### src/rtl/pmod_led_pattern.sv
// pmod_led_pattern: multi-mode LED pattern generator for PMOD_NUM 8-LED PMOD boards.
// A debounced active-low key cycles through four modes (rotate left, rotate right,
// bounce, binary count). Each channel shows the pattern rotated left by c*CH_OFFSET.
// LEDs are active-low (lit = 0).
// Optional feature: define PMOD_LED_PWM_EN to add a PWM brightness control
// (adds parameter PWM_BITS and input pwm_duty).
// Ports:
//   clk       system clock
//   rst       asynchronous reset, active-high
//   key       raw push-button, active-low, asynchronous to clk
//   pause     level; 1 freezes pattern and step counter
//   pwm_duty  brightness duty (PMOD_LED_PWM_EN builds only)
//   led_tick  toggles on every applied pattern step
//   led_mode  current mode
//   pmod_io   channel c on [c*LED_W +: LED_W]
module pmod_led_pattern #(
    parameter int unsigned PMOD_NUM    = 8,
    parameter int unsigned LED_W       = 8,
    parameter int unsigned CLK_FREQ    = 50_000_000,
    parameter int unsigned STEP_HZ     = 5,
    parameter int unsigned DEBOUNCE_MS = 20,
    parameter int unsigned CH_OFFSET   = 0
`ifdef PMOD_LED_PWM_EN
    ,parameter int unsigned PWM_BITS   = 4
`endif
) (
    input  logic                      clk,
    input  logic                      rst,
    input  logic                      key,
    input  logic                      pause,
`ifdef PMOD_LED_PWM_EN
    input  logic [PWM_BITS-1:0]       pwm_duty,
`endif
    output logic                      led_tick,
    output logic [1:0]                led_mode,
    output logic [PMOD_NUM*LED_W-1:0] pmod_io
);

    localparam int unsigned STEP_DIV = CLK_FREQ / STEP_HZ;
    localparam int unsigned DEB_CYC  = (CLK_FREQ / 1000) * DEBOUNCE_MS;
    localparam int unsigned STEP_W   = $clog2(STEP_DIV);
    localparam int unsigned DEB_W    = $clog2(DEB_CYC + 1);

    typedef enum logic [1:0] {
        MODE_ROT_L  = 2'd0,
        MODE_ROT_R  = 2'd1,
        MODE_BOUNCE = 2'd2,
        MODE_COUNT  = 2'd3
    } mode_t;

    function automatic logic [LED_W-1:0] rotl(input logic [LED_W-1:0] v, input int unsigned s);
        logic [LED_W-1:0] r;
        r = '0;
        for (int unsigned i = 0; i < LED_W; i++) begin
            r[(i + s) % LED_W] = v[i];
        end
        return r;
    endfunction

    function automatic logic [LED_W-1:0] init_pattern(input mode_t m);
        case (m)
            MODE_ROT_R: return {1'b1, {(LED_W-1){1'b0}}};
            MODE_COUNT: return '0;
            default:    return LED_W'(1);
        endcase
    endfunction

    // Key synchroniser; idle level is high (released)
    logic key_meta, key_sync;
    always_ff @(posedge clk or posedge rst) begin
        if (rst) begin
            key_meta <= 1'b1;
            key_sync <= 1'b1;
        end else begin
            key_meta <= key;
            key_sync <= key_meta;
        end
    end

    // Debouncer: flip only after DEB_CYC consecutive differing samples
    logic             deb_pressed;
    logic [DEB_W-1:0] deb_cnt;
    logic             deb_diff_c, deb_flip_c, press_c;

    assign deb_diff_c = (~key_sync) != deb_pressed;
    assign deb_flip_c = deb_diff_c && (deb_cnt == DEB_W'(DEB_CYC - 1));
    assign press_c    = deb_flip_c && !deb_pressed;

    always_ff @(posedge clk or posedge rst) begin
        if (rst) begin
            deb_pressed <= 1'b0;
            deb_cnt     <= '0;
        end else if (!deb_diff_c) begin
            deb_cnt     <= '0;
        end else if (deb_flip_c) begin
            deb_pressed <= ~deb_pressed;
            deb_cnt     <= '0;
        end else begin
            deb_cnt     <= deb_cnt + DEB_W'(1);
        end
    end

    // Mode / pattern state register
    mode_t             mode_q, mode_d;
    logic [LED_W-1:0]  pattern_q, pattern_d;
    logic              dir_down_q, dir_down_d;
    logic [STEP_W-1:0] step_cnt_q, step_cnt_d;
    logic              tick_d;
    logic              step_c;

    assign step_c = !pause && (step_cnt_q == STEP_W'(STEP_DIV - 1));

    always_ff @(posedge clk or posedge rst) begin
        if (rst) begin
            mode_q     <= MODE_ROT_L;
            pattern_q  <= LED_W'(1);
            dir_down_q <= 1'b0;
            step_cnt_q <= '0;
            led_tick   <= 1'b0;
        end else begin
            mode_q     <= mode_d;
            pattern_q  <= pattern_d;
            dir_down_q <= dir_down_d;
            step_cnt_q <= step_cnt_d;
            led_tick   <= tick_d;
        end
    end

    // Next-state: a press overrides a coincident step
    always_comb begin
        mode_d     = mode_q;
        pattern_d  = pattern_q;
        dir_down_d = dir_down_q;
        step_cnt_d = step_cnt_q;
        tick_d     = led_tick;
        if (press_c) begin
            mode_d     = mode_t'(mode_q + 2'd1);
            pattern_d  = init_pattern(mode_d);
            dir_down_d = 1'b0;
            step_cnt_d = '0;
        end else if (step_c) begin
            step_cnt_d = '0;
            tick_d     = ~led_tick;
            case (mode_q)
                MODE_ROT_L: pattern_d = {pattern_q[LED_W-2:0], pattern_q[LED_W-1]};
                MODE_ROT_R: pattern_d = {pattern_q[0], pattern_q[LED_W-1:1]};
                MODE_BOUNCE: begin
                    // Direction flips on the step that lands on an end LED
                    if (!dir_down_q) begin
                        pattern_d = pattern_q << 1;
                        if (pattern_d[LED_W-1]) dir_down_d = 1'b1;
                    end else begin
                        pattern_d = pattern_q >> 1;
                        if (pattern_d[0]) dir_down_d = 1'b0;
                    end
                end
                default: pattern_d = pattern_q + LED_W'(1);
            endcase
        end else if (!pause) begin
            step_cnt_d = step_cnt_q + STEP_W'(1);
        end
    end

    assign led_mode = mode_q;

    // Brightness gate
    logic pwm_on_c;
`ifdef PMOD_LED_PWM_EN
    logic [PWM_BITS-1:0] pwm_cnt;
    always_ff @(posedge clk or posedge rst) begin
        if (rst) pwm_cnt <= '0;
        else     pwm_cnt <= pwm_cnt + PWM_BITS'(1);
    end
    assign pwm_on_c = pwm_cnt < pwm_duty;
`else
    assign pwm_on_c = 1'b1;
`endif

    // Per-channel rotated, inverted output
    logic [PMOD_NUM*LED_W-1:0] pmod_d;
    always_comb begin
        pmod_d = '0;
        for (int unsigned c = 0; c < PMOD_NUM; c++) begin
            pmod_d[c*LED_W +: LED_W] =
                ~(rotl(pattern_q, (c * CH_OFFSET) % LED_W) & {LED_W{pwm_on_c}});
        end
    end

    always_ff @(posedge clk or posedge rst) begin
        if (rst) begin
            for (int unsigned c = 0; c < PMOD_NUM; c++) begin
                pmod_io[c*LED_W +: LED_W] <= ~rotl(LED_W'(1), (c * CH_OFFSET) % LED_W);
            end
        end else begin
            pmod_io <= pmod_d;
        end
    end

endmodule

### config.mk
export PLATFORM = sky130hd
export DESIGN_NAME = pmod_led_pattern
export DESIGN_NICKNAME = d
export VERILOG_FILES = /design/src/rtl/pmod_led_pattern.sv
export SDC_FILE = /design/constraint.sdc
export NUM_CORES = 1
export LEC_CHECK = 0
export BUFFER_PORTS_ARGS = -buffer_cell sky130_fd_sc_hd__clkbuf_2
export CAP_MARGIN = 20
export CORE_MARGIN = 5
export CORE_UTILIZATION = 50
export DETAILED_ROUTE_END_ITERATION = 7
export PLACE_DENSITY = 0.72
export SLEW_MARGIN = 20
export SYNTH_ARGS = -nofsm -noshare
export SYNTH_HDL_FRONTEND = slang
export SYNTH_SLANG_ARGS = --single-unit
### constraint.sdc
create_clock -name clk -period 2.6 [get_ports clk]
set_clock_uncertainty 0.2 [all_clocks]
set_input_delay 0.26 -clock clk [delete_from_list [all_inputs] [get_ports clk]]
set_output_delay 0.26 -clock clk [all_outputs]
set_load 0.005 [all_outputs]
==> results.sh <==
export IMPL_fin_ws_ns=0.1757
export IMPL_async_flop_share=1.000
export IMPL_die_w_um=101.4
export IMPL_num_vias=3366
export IMPL_drtAntennaViolNets=0
export IMPL_initialDrtViolationCount=146
export IMPL_grt_pass1_vias=3012
export IMPL_ys_ff_latch=67
export IMPL_syn_avg_cell_area_um2=8.943
export IMPL_ctsResizeCount=0
export IMPL_cts_tree="built"
export IMPL_reg2reg_to="pattern_q[7]$_DFFE_PP0P_"
export IMPL_fillCellCount=753
export IMPL_netlist_area_mm2=0.004177
export IMPL_dpl_hpwl_mm=6.285
export IMPL_swShare=0.2578
export IMPL_design_die_area_mm2=0.01028
export IMPL_hold_depth=0
export IMPL_path_cells="ha_1 > nand4_2 > nand2b_1 > or4_1 > a221o_1 > a21oi_1"
export IMPL_whs_ns=0.1577
export IMPL_maxSlewViolCount=0
export IMPL_power_density_mw_per_mm2=495.8
export IMPL_drv_cap=0
export IMPL_switching_power_w=0.0005704
export IMPL_min_period_ns=2.424
export IMPL_gr_usage_all_layers=0.1735
export IMPL_final_common_cell="clkbuf_2"
export IMPL_cts_sinks=67
export IMPL_rsz0062_at_grt="no"
export IMPL_final_layout_size_suffix_gt1_frac=0.2596
export IMPL_worst_path_buf_inv=0
export IMPL_crit_slowest_cell="or4_1"
export IMPL_die_h_um=101.4
export IMPL_io_pins=71
export IMPL_hold_viol=0
export IMPL_start_util=0.5109
export IMPL_num_rows=33
export IMPL_yosysWarnings=0
export IMPL_cp_depth=6
export IMPL_final_nets=501
export IMPL_postSynthNetCount=480
export IMPL_diodes=0
export IMPL_yosysSeqAreaShare=0.4044
export IMPL_grt_overflow=0
export IMPL_tightest_slew_ns=0.6140
export IMPL_irDropWorstVdd_uv=306.8
export IMPL_critPathArrivalTime_ns=2.50
export IMPL_synth_edf_count=0
export IMPL_worstPathMaxFanout=9
export IMPL_syn_inst=467
export IMPL_cts_htree_levels=3
export IMPL_fin_cells=598
export IMPL_max_stage_delay_ns=0.71
export IMPL_wl_per_cell_um=14.72
export IMPL_area_growth_pct=6.860
export IMPL_grt_pass1_wl_mm=14.37
export IMPL_cp_end_kind="register"
export IMPL_grt_max_degree=40
export IMPL_outcome="finished, final reports clean"
export IMPL_cp_required_ns=2.67
export IMPL_pwr_share_clk=0.391
export IMPL_p_int_w=0.001642
export IMPL_final_cell_mix="clkbuf_2 (70), dfrtp_1 (57), nand2_1 (45), nor2_1 (40), a21oi_1 (30)"
export IMPL_synth_cell_types=57
export IMPL_seqPwrFrac=0.529
export IMPL_fp_coreArea_mm2=0.008175
export IMPL_cts_path_max_buffers=2
export IMPL_worstSetupEndpoint="pattern_q[7]$_DFFE_PP0P_"
export IMPL_clk_pin_slew_ns=0.07
export IMPL_utilization=0.5459
export IMPL_tns_ns=0
export IMPL_drc=0
export IMPL_viasPerCell=5.629
export IMPL_numPortBuffers=70
export IMPL_antenna_found_initial=0
export IMPL_clk_latency_ns=0.35
export IMPL_setup_viol=0
export IMPL_worst_setup_path_type="register to register"
export IMPL_first_pass_iters=5
export IMPL_ys_flop_type="dfrtp_1"
export IMPL_start_kind="register"
export IMPL_combPwrFrac=0.080
export IMPL_min_path_type="register to register"
export IMPL_worst_r2r_path_depth=6
export IMPL_preCtsSetupSlack_ns=0.2092
export IMPL_startpoint="step_cnt_q[0]$_DFFE_PP0P_"
export IMPL_route_final_wire_length_mm=8.804
export IMPL_slew_headroom=0.5900
export IMPL_reg2reg_slack_ns=0.18
export IMPL_placed_cells=580
export IMPL_fmax_mhz=412.5
export IMPL_period_share=0.9324
export IMPL_rr_startpoint="step_cnt_q[0]$_DFFE_PP0P_"
export IMPL_cp_top_family="simple AND/OR/NAND/NOR gates"
export IMPL_cts_root_buf="clkbuf_8"
export IMPL_gp_congestion=0.9034
export IMPL_power_leakage_nw=1.892
export IMPL_cts_made_buffers=9
==> flip-flops by register name (all words and copies together) (netlist names) <==
name         flops
led_mode         2
key_sync         1
pattern_q        8
key_meta         1
dir_down_q       1
pmod_io          8
led_tick         1
deb_pressed      1
step_cnt_q      24
deb_cnt         20
==> repair_timing <==
action	4_1_cts	5_1_grt
hold endpoints to repair	21	0
hold buffers	2	0
buffers inserted	0	0
==> final cells by class <==
type                            count  area (um2)  share of cell area
Timing Repair Buffer               81       450.4              0.1009
Sequential cell                    67        1689              0.3785
Multi-Input combinational cell    315        1943              0.4354
Inverter                           14       52.55             0.01177
Clock buffer                       12       145.1             0.03252
Clock inverter                      4       51.30             0.01149
Tap cell                          105       131.4             0.02944
==> power by group through the flow <==
stage / sequential [W] / clock (W) / combinational, W
after floorplan: 0.00117 / 0 / 0.000134
after global placement: 0.00118 / 0 / 0.000168
after detailed placement: 0.00119 / 0 / 0.000174
after CTS: 0.00117 / 0.000883 / 0.000179
after global routing: 0.00118 / 0.000943 / 0.000200
final: 0.00117 / 0.000865 / 0.000176
==> kinds of logic (layout without fill, tap and decap cells) <==
family / after synthesis / after routing / share of synthesized area
AOI/OAI and AO/OA: 75 / 75 / 0.1007
xor gates and xnor gates: 28 / 28 / 0.05872
adders and majority gates: 9 / 9 / 0.02696
buffers and inverters: 85 / 111 / 0.1303
DFF: 67 / 67 / 0.4044
muxes: 3 / 3 / 0.007190
and+or+nand+nor: 200 / 200 / 0.2717
==> per-stage QoR <==
stage	area (um2)	total power, W
final	4463	0.002213
after global routing	4463	0.002319
after CTS	4463	0.002230
after detailed placement	4247	0.001361
after global placement	4247	0.001351
after floorplan	4177	0.001302
==> worst min path at each step <==
| stage | startpoint | end |
|---|---|---|
| global placement | key_meta$_DFF_PP1_ | key_sync$_DFF_PP1_ |
| global route | key_meta$_DFF_PP1_ | key_sync$_DFF_PP1_ |
| floorplan | key | key_meta$_DFF_PP1_ |
| finish | key_meta$_DFF_PP1_ | key_sync$_DFF_PP1_ |
| detailed placement | key_meta$_DFF_PP1_ | key_sync$_DFF_PP1_ |
| CTS | key_meta$_DFF_PP1_ | key_sync$_DFF_PP1_ |
==> Yosys cell counts, types with 8 or more instances <==
cell / count / area share
ha_1: 9 / 0.027
xor2_1: 12 / 0.025
inv_1: 14 / 0.013
nor2_1: 40 / 0.036
o21ai_0: 27 / 0.032
buf_4: 57 / 0.10
xnor2_1: 16 / 0.034
nand4_1: 8 / 0.012
nand3_1: 24 / 0.029
clkbuf_1: 10 / 0.0090
dfrtp_1: 57 / 0.34
nand2_1: 45 / 0.040
dfstp_2: 10 / 0.063
a21oi_1: 30 / 0.036
==> layer usage <==
metal,global-route usage,vias to the layer above,wire length [um]
li1,-,1616,-
met4,0.07260,0,155
met5,0,-,0
met2,0.2953,124,4312
met3,0.02686,14,602
met1,0.2196,1612,3734
Note: power is estimated with default switching activity, not from simulation.
